**src/rtl/fifo_param_pkg.sv**
```systemverilog
// Shared sizing helpers for the parameterised FIFO.
// Latency: none (elaboration-time functions only).
// Backpressure: not applicable.
package fifo_param_pkg;

    function automatic int fifo_cnt_w(input int depth);
        return $clog2(depth + 1);
    endfunction

    // Pointers need at least one bit even when DEPTH would round to zero.
    function automatic int fifo_ptr_w(input int depth);
        return (depth > 1) ? $clog2(depth) : 1;
    endfunction

endpackage

```
**src/rtl/fifo_param_mem.sv**
```systemverilog
// DEPTH x W register array with one write port and an asynchronous read port.
// Latency: write visible on read port the cycle after the write edge.
// Backpressure: none; the caller gates wr_en.
module fifo_param_mem #(
    parameter int DEPTH = 4,
    parameter int W     = 9,
    parameter int PW    = 2
) (
    input  logic          clk,
    input  logic          wr_en,
    input  logic [PW-1:0] wr_ptr,
    input  logic [W-1:0]  wr_dat,
    input  logic [PW-1:0] rd_ptr,
    output logic [W-1:0]  rd_dat
);

    // Storage is intentionally not reset; validity is tracked by the counter.
    logic [W-1:0] mem [DEPTH];

    always_ff @(posedge clk) begin
        if (wr_en) begin
            mem[wr_ptr] <= wr_dat;
        end
    end

    assign rd_dat = mem[rd_ptr];

endmodule

```
**src/rtl/fifo_param.sv**
```systemverilog
// Synchronous FIFO, any depth, with count, almost flags, optional fall-through and parity check.
// Latency: one cycle push-to-pop (zero when FALLTHROUGH=1 and empty).
// Backpressure: push_grant_o low when full or flushing; head held until pop_grant_i.
module fifo_param
    import fifo_param_pkg::*;
#(
    parameter int DATA_WIDTH  = 8,
    parameter int DEPTH       = 4,
    parameter int AF_LEVEL    = 3,
    parameter int AE_LEVEL    = 1,
    parameter int FALLTHROUGH = 0,
    parameter int PARITY_EN   = 1
) (
    input  logic                          clk,
    input  logic                          reset_n,
    input  logic                          flush_i,
    input  logic                          push_valid_i,
    input  logic [DATA_WIDTH-1:0]         push_data_i,
    input  logic                          push_parity_i,
    output logic                          push_grant_o,
    output logic                          pop_valid_o,
    output logic [DATA_WIDTH-1:0]         pop_data_o,
    input  logic                          pop_grant_i,
    output logic                          parity_err_o,
    output logic [fifo_cnt_w(DEPTH)-1:0]  count_o,
    output logic                          almost_full_o,
    output logic                          almost_empty_o
);

    localparam int CW = fifo_cnt_w(DEPTH);
    localparam int PW = fifo_ptr_w(DEPTH);

    typedef struct packed {
        logic                  parity;
        logic [DATA_WIDTH-1:0] data;
    } entry_t;

    logic [PW-1:0] wr_ptr;
    logic [PW-1:0] rd_ptr;
    logic [CW-1:0] cnt;
    entry_t        wr_entry;
    entry_t        rd_entry;
    entry_t        head;
    logic          empty;
    logic          ft_path;
    logic          push_fire;
    logic          pop_fire;
    logic          bypass;
    logic          wr_en;
    logic          rd_en;

    function automatic logic [PW-1:0] ptr_inc(input logic [PW-1:0] p);
        return (p == PW'(DEPTH - 1)) ? '0 : p + PW'(1);
    endfunction

    assign wr_entry = '{parity: push_parity_i, data: push_data_i};

    fifo_param_mem #(
        .DEPTH (DEPTH),
        .W     ($bits(entry_t)),
        .PW    (PW)
    ) u_mem (
        .clk    (clk),
        .wr_en  (wr_en),
        .wr_ptr (wr_ptr),
        .wr_dat (wr_entry),
        .rd_ptr (rd_ptr),
        .rd_dat (rd_entry)
    );

    assign empty   = (cnt == '0);
    assign ft_path = (FALLTHROUGH != 0) && empty;

    assign push_grant_o = (cnt < CW'(DEPTH)) && !flush_i;
    assign pop_valid_o  = ft_path ? (push_valid_i && !flush_i) : (!empty && !flush_i);
    assign head         = ft_path ? wr_entry : rd_entry;
    assign pop_data_o   = pop_valid_o ? head.data : '0;
    assign parity_err_o = (PARITY_EN != 0) && pop_valid_o && (^head);

    assign push_fire = push_valid_i && push_grant_o;
    assign pop_fire  = pop_valid_o && pop_grant_i;
    // A word forwarded straight through an empty FIFO never touches storage.
    assign bypass    = ft_path && pop_fire;
    assign wr_en     = push_fire && !bypass;
    assign rd_en     = pop_fire && !bypass;

    always_ff @(posedge clk or negedge reset_n) begin
        if (!reset_n) begin
            wr_ptr <= '0;
            rd_ptr <= '0;
            cnt    <= '0;
        end else if (flush_i) begin
            wr_ptr <= '0;
            rd_ptr <= '0;
            cnt    <= '0;
        end else begin
            if (wr_en) begin
                wr_ptr <= ptr_inc(wr_ptr);
            end
            if (rd_en) begin
                rd_ptr <= ptr_inc(rd_ptr);
            end
            if (wr_en && !rd_en) begin
                cnt <= cnt + CW'(1);
            end else if (rd_en && !wr_en) begin
                cnt <= cnt - CW'(1);
            end
        end
    end

    assign count_o        = cnt;
    assign almost_full_o  = (cnt >= CW'(AF_LEVEL));
    assign almost_empty_o = (cnt <= CW'(AE_LEVEL));

endmodule

```
**config.mk**
```make
export PLATFORM = sky130hd
export DESIGN_NAME = fifo_param
export DESIGN_NICKNAME = d
export VERILOG_FILES = /design/src/rtl/fifo_param_pkg.sv /design/src/rtl/fifo_param_mem.sv /design/src/rtl/fifo_param.sv
export SDC_FILE = /design/constraint.sdc
export NUM_CORES = 1
export LEC_CHECK = 0
export ABC_AREA = 1
export BUFFER_PORTS_ARGS = -buffer_cell sky130_fd_sc_hd__buf_4
export CAP_MARGIN = 30
export CORE_MARGIN = 4
export CORE_UTILIZATION = 49
export DETAILED_ROUTE_END_ITERATION = 16
export PLACE_DENSITY = 0.76
export SLEW_MARGIN = 0
export SYNTH_ARGS = -nofsm -noshare
export SYNTH_HDL_FRONTEND = slang
export SYNTH_HIERARCHICAL = 1
export SYNTH_SLANG_ARGS = --single-unit
```
**constraint.sdc**
```tcl
create_clock -name clk -period 2.5 [get_ports clk]
set_input_delay 0.25 -clock clk [delete_from_list [all_inputs] [get_ports clk]]
set_output_delay 0.25 -clock clk [all_outputs]
set_load 0.02 [all_outputs]
```
**After elaboration in Yosys (flattened, before gate mapping)**

Memory sizes are Yosys's and may differ from the RTL's.
Index checks and enable logic that the tools add are counted.

- Multiplexer cells: 12
- $add $sub $neg: 4
- Eq/ne operators: 2
- Order comparisons: 3
- Reduce and logical (&&, ||, !) cells: 16

Operators with widths:

| operator | count |
|---|---|
| $mux 2 | 6 |
| $mux 3 | 3 |
| $reduce_xor 9->1 | 1 |
| $mux 8 | 1 |
| $logic_and 1x1->1 | 7 |
| $add 2x1->2 const B | 2 |
| $eq 2x2->1 const B | 2 |
| $logic_not 1->1 | 4 |
| $reduce_bool 2->1 | 2 |
| $add 3x1->3 const B | 1 |
| $ge 3x2->1 const B | 1 |
| $le 3x1->1 const B | 1 |
| $logic_not 3->1 | 1 |
| $lt 3x3->1 const B | 1 |
| $reduce_bool 3->1 | 1 |
| $sub 3x1->3 const B | 1 |
| $mux 1 | 2 |

- Memories: 1
- Word-level logic and storage cells: 41
- Input bits: 14
- Register bits: 7
- Output and inout port bits: 16
- Memory bits (writable): 36

Memory list:

| name | words | bits a word | rd ports | clocked after Yosys merged registers in | write ports | RTL line | text |
|---|---|---|---|---|---|---|---|
| u_mem.mem | 4 | 9 | 1 | 0 | 1 | fifo_param_mem.sv:18 | `logic [W-1:0] mem [DEPTH];` |

**Depth between registers and ports, before layout**

- Word-level depth: 8
- Mapped depth: 16
- Gate-level depth less buffers: 14

**Cells and area by module**

The synthesis kept the hierarchy.

Modules (own cells, without submodules):

| module | area each (um^2) | seq. area each (um^2) | times used | cells an instance |
|---|---|---|---|---|
| fifo_param_mem | 1,647.8 | 1,081.0 | 1 | 148 |
| fifo_param | 755.7 | 175.2 | 1 | 125 |

**Least setup slack after synthesis**

No wires, ideal clock.

- Path kind: register to register
- From: reg cnt[2], in the netlist count_o[2]
- To: mem u_mem.mem[0][0] (enable)
- Period minus slack after synthesis: 2.337 ns
- Setup slack: 0.163 ns
- Cell stages (with the launch flop): 6
- Data required time: 2.113 ns
- Data arrival time: 1.951 ns
- Buffers on the path: 0
- Setup time: 0.387 ns
- Path through: dfrtp_1 > nor2_1 > nand2_1 > inv_1 > inv_1 > nor3_1

- Longest elaborated chain between the ends: 5

RTL lines:

| element | RTL line | text |
|---|---|---|
| from (decl) | fifo_param.sv:40 | `logic [CW-1:0] cnt;` |
| from (signal assigned) | fifo_param.sv:104 | `cnt <= cnt + CW'(1);` |
| from (signal assigned) | fifo_param.sv:106 | `cnt <= cnt - CW'(1);` |
| $lt 3x3->1 | fifo_param.sv:74 | `assign push_grant_o = (cnt < CW'(DEPTH)) && !flush_i;` |
| $logic_and 1x1->1 | fifo_param.sv:74 |  |
| net push_grant_o | fifo_param.sv:20 | `output logic push_grant_o,` |
| $logic_and 1x1->1 | fifo_param.sv:80 | `assign push_fire = push_valid_i && push_grant_o;` |
| net push_fire | fifo_param.sv:46 | `logic push_fire;` |
| $mux 1 | fifo_param_mem.sv:21 | `if (wr_en) begin` |
| $mux 1 (implied by the code) | fifo_param_mem.sv:22 | `mem[wr_ptr] <= wr_dat;` |
| to (decl) | fifo_param_mem.sv:18 |  |

The timed path passes the listed nets, and every way through them passes these cells.

==> key figures <==
Outcome
  – Outcome: finished clean

Global route
  – Vias in the first global route: 1627
  – First-pass GRT wire length: 7.458 mm
  – Initial antenna violation count: 0
  – GR Util All Layers: 15.70%
  – Total grt overflow: 0
  – Largest net degree at the start of global routing: 19

Pwr
  – PwrDens: 1035 nW/um^2
  – Maximum vdd drop: between 300 and 400 uV
  – P_leak: between 0.001 and 0.0015 uW

Synth
  – Syn Inst Count: between 200 and 300
  – Yosys reg bits: 43
  – Ys Warns: 6
  – Syn_area_per_cell: about 8.8 um^2
  – Unique cell type count in the Yosys netlist: 28
  – Syn_nets: 293
  – Post-synthesis sequential area ratio: 52.26%
  – Cell Area, Synth: 2404 um^2

Critical path
  – Crit-path cells: inv_2 -> nand3_2 -> nand2_1 -> inv_1 -> nand2_1 -> nand2_1 -> inv_1 -> nand2_1 -> nand2_1 -> nand2_1 -> a21oi_1 -> nor2_1 -> buf_4
  – Largest stage delay on the critical path: 0.48 ns
  – Worst setup SP type: flop
  – Kind of critical path: reg -> out
  – Worst setup EP type: output pin
  – Slowest-stage cell, CP: dfrtp_2
  – Critical Path RT: 2.25 ns
  – Max FO, Critical Path: 9
  – Cell mode on critical path: nand2_1
  – Worst path arrival time: around 2 ns

Floorplanning
  – Die ar.: about 6100 um^2
  – Initial Util: 50.89%
  – Die span in x: between 70 and 80 um
  – Die height: about 80 um
  – Row Count: 25
  – # IOs: 30
  – Core area: 4723 um^2

Route
  – Wirelength, routed: roughly 4.3 mm
  – DRT antenna net count: 0
  – DRC Markers: 0
  – Drt wl/cell: 11.32 um
  – DR vias: 1767
  – DRT iter0 DRCs: 151
  – 1st-pass router iterations: 6
  – DR vias/cell: 4.614

Flow run
  – MaxCap Viol Count: 0

Placed design
  – Pre-CTS setup slack: between 0.3 and 0.4 ns
  – Gpl congestion: 0.8442
  – HPWL after DPL: 3.159 mm
  – Placed cells: 371
  – Port bufs: 29

Final layout
  – Share of cells above drive strength 1: 25.00%
  – Diodes inserted: 0
  – Fill cell total of the finished layout: ~430
  – Area of the multi-input gates: 855.8 um^2
  – Utilization after layout: about three fifths
  – Non-Filler Instances: 383
  – Register area: around 1300 um^2
  – Area growth, synth to finish: 17.70%
  – Final nets: between 300 and 400

Clocking
  – Clock transition at the registers of the reported paths: 0.07 ns
  – TritonCTS buffer count: 5
  – Skew-Pair Late Insertion Delay: 0.29 ns
  – CTS tree: done
  – CTS root buf: clkbuf_8
  – Longest Clk Path Bufs: 2
  – H-tree depth: 2
  – Clk sink count: 43

STA
  – Fin crit period: between 2 and 2.5 ns
  – Slew Limit Fails: 0
  – RSZ-0062 raised after global routing: no
  – Final WS setup: 0.2475 ns
  – Worst-margin pin slew: 0.2548 ns
  – Final Hold Viols: 0
  – Slew headroom: 83.01%
  – Fmax: 0.4439 GHz
  – Final period util: around nine tenths
  – Clock skew: approximately 0.004 ns
  – Setup_tns: 0 ns
  – WHS: 0.1567 ns
  – Final setup violating endpoints: 0

Hold path
  – Type of the tightest min-delay check: in -> reg
==> layer usage <==
layer	part of all wire (%)	routed length, um	track usage [%]
met2	48	2061	25.51
met3	4.0	172	4.014
met1	47	2053	20.32
met5	0	0	0
met4	1.1	46	5.769
==> layout by cell type (no fill, tap or decap), types with 5 or more instances in the layout <==
master     n
nand2_1   80
inv_1     59
buf_4     37
edfxtp_1  36
nor2_1    18
nand2_2   13
nand3_1   13
nand3_2   10
ha_1       6
clkbuf_8   5
dfrtp_1    5
==> metrics by stage <==
| step | instance area, um^2 | power (uW) |
|---|---|---|
| 5_1_grt | 2829 | 3205 |
| 3_5_place_dp | 2706 | 2484 |
| 2_1_floorplan | 2404 | 2108 |
| 4_1_cts | 2798 | 2890 |
| 3_3_place_gp | 2706 | 2446 |
| 6_report | 2829 | 2929 |
==> final timing paths <==
kind                                        start                   endpoint  slack [ns]  cells after the start
min in group asynchronous                 reset_n      rd_ptr[1]$_DFFE_PN0P_        0.34                      2
max in group asynchronous                 reset_n      rd_ptr[0]$_DFFE_PN0P_        2.02                      2
max                         rd_ptr[1]$_DFFE_PN0P_               parity_err_o        0.25                     13
max reg2reg                count_o[2]$_DFFE_PN0P_  u_mem/mem[0][6]$_DFFE_PP_        0.78                      6
min                                push_data_i[1]  u_mem/mem[1][1]$_DFFE_PP_        0.16                      1
min reg2reg                 wr_ptr[1]$_DFFE_PN0P_      wr_ptr[1]$_DFFE_PN0P_        0.54                      1
==> critical path: cells and delay by family (launching register included) <==
| family | cells | cell delay (ns) |
|---|---|---|
| simple gates | 8 | 0.57 |
| flops | 1 | 0.48 |
| buf+inv | 4 | 0.53 |
| compound gates | 1 | 0.12 |
==> cell usage after synthesis, drive strengths merged <==
| library cell | instances | share of area, % |
|---|---|---|
| edfxtp | 36 | 45 |
| nand3 | 23 | 6.9 |
| xnor2 | 1 | 0.36 |
| nor3 | 4 | 0.83 |
| nor2 | 19 | 3.6 |
| ha | 6 | 3.1 |
| inv | 64 | 10 |
| o21ai | 5 | 1.0 |
| dfrtp | 7 | 7.3 |
| buf | 4 | 1.8 |
| o31ai | 1 | 0.31 |
| a22o | 1 | 0.36 |
| o21a | 1 | 0.31 |
| nand4 | 1 | 0.26 |
| o211ai | 1 | 0.31 |
| nand2 | 97 | 18 |
| a21oi | 2 | 0.42 |
==> layout make-up <==
class                   instances  share of cell area, %
flip-flops and latches         43                  44.49
multi-input cells             162                  30.25
repair buffers                 39                  10.57
inverters                      64                  8.846
well taps                      67                  2.963
clock buffers                   7                  2.698
clock inverters                 1                 0.1769
==> flip-flops by register name, indices dropped and copies added (netlist names) <==
signal,count
count_o,3
rd_ptr,2
u_mem/mem,36
wr_ptr,2
==> report_power, final <==
part           internal (uW)  switching (uW)  leakage [uW]  total, uW
Combinational            593             990       0.00100       1580
Sequential               854            86.9      0.000415        941
Clock                    196             208     0.0000422        404
Total                   1640            1290       0.00146       2930
==> logic make-up after synthesis <==
family / after synthesis / synth area share (%)
flip-flops: 43 / 52.26
buffers and inverters: 68 / 12.13
AND/OR/NAND/NOR: 144 / 29.36
XOR/XNOR: 1 / 0.3645
AO/OA/AOI/OAI: 11 / 2.759
adder cells (fa/ha/maj): 6 / 3.123
==> timing repair <==
item,CTS,global route
hold buffers,1,0
hold endpoints to repair,7,0
resized for setup,0,4
setup buffers,0,3
endpoints found under the setup margin,0,1
Power figures use the tool's default switching activity.
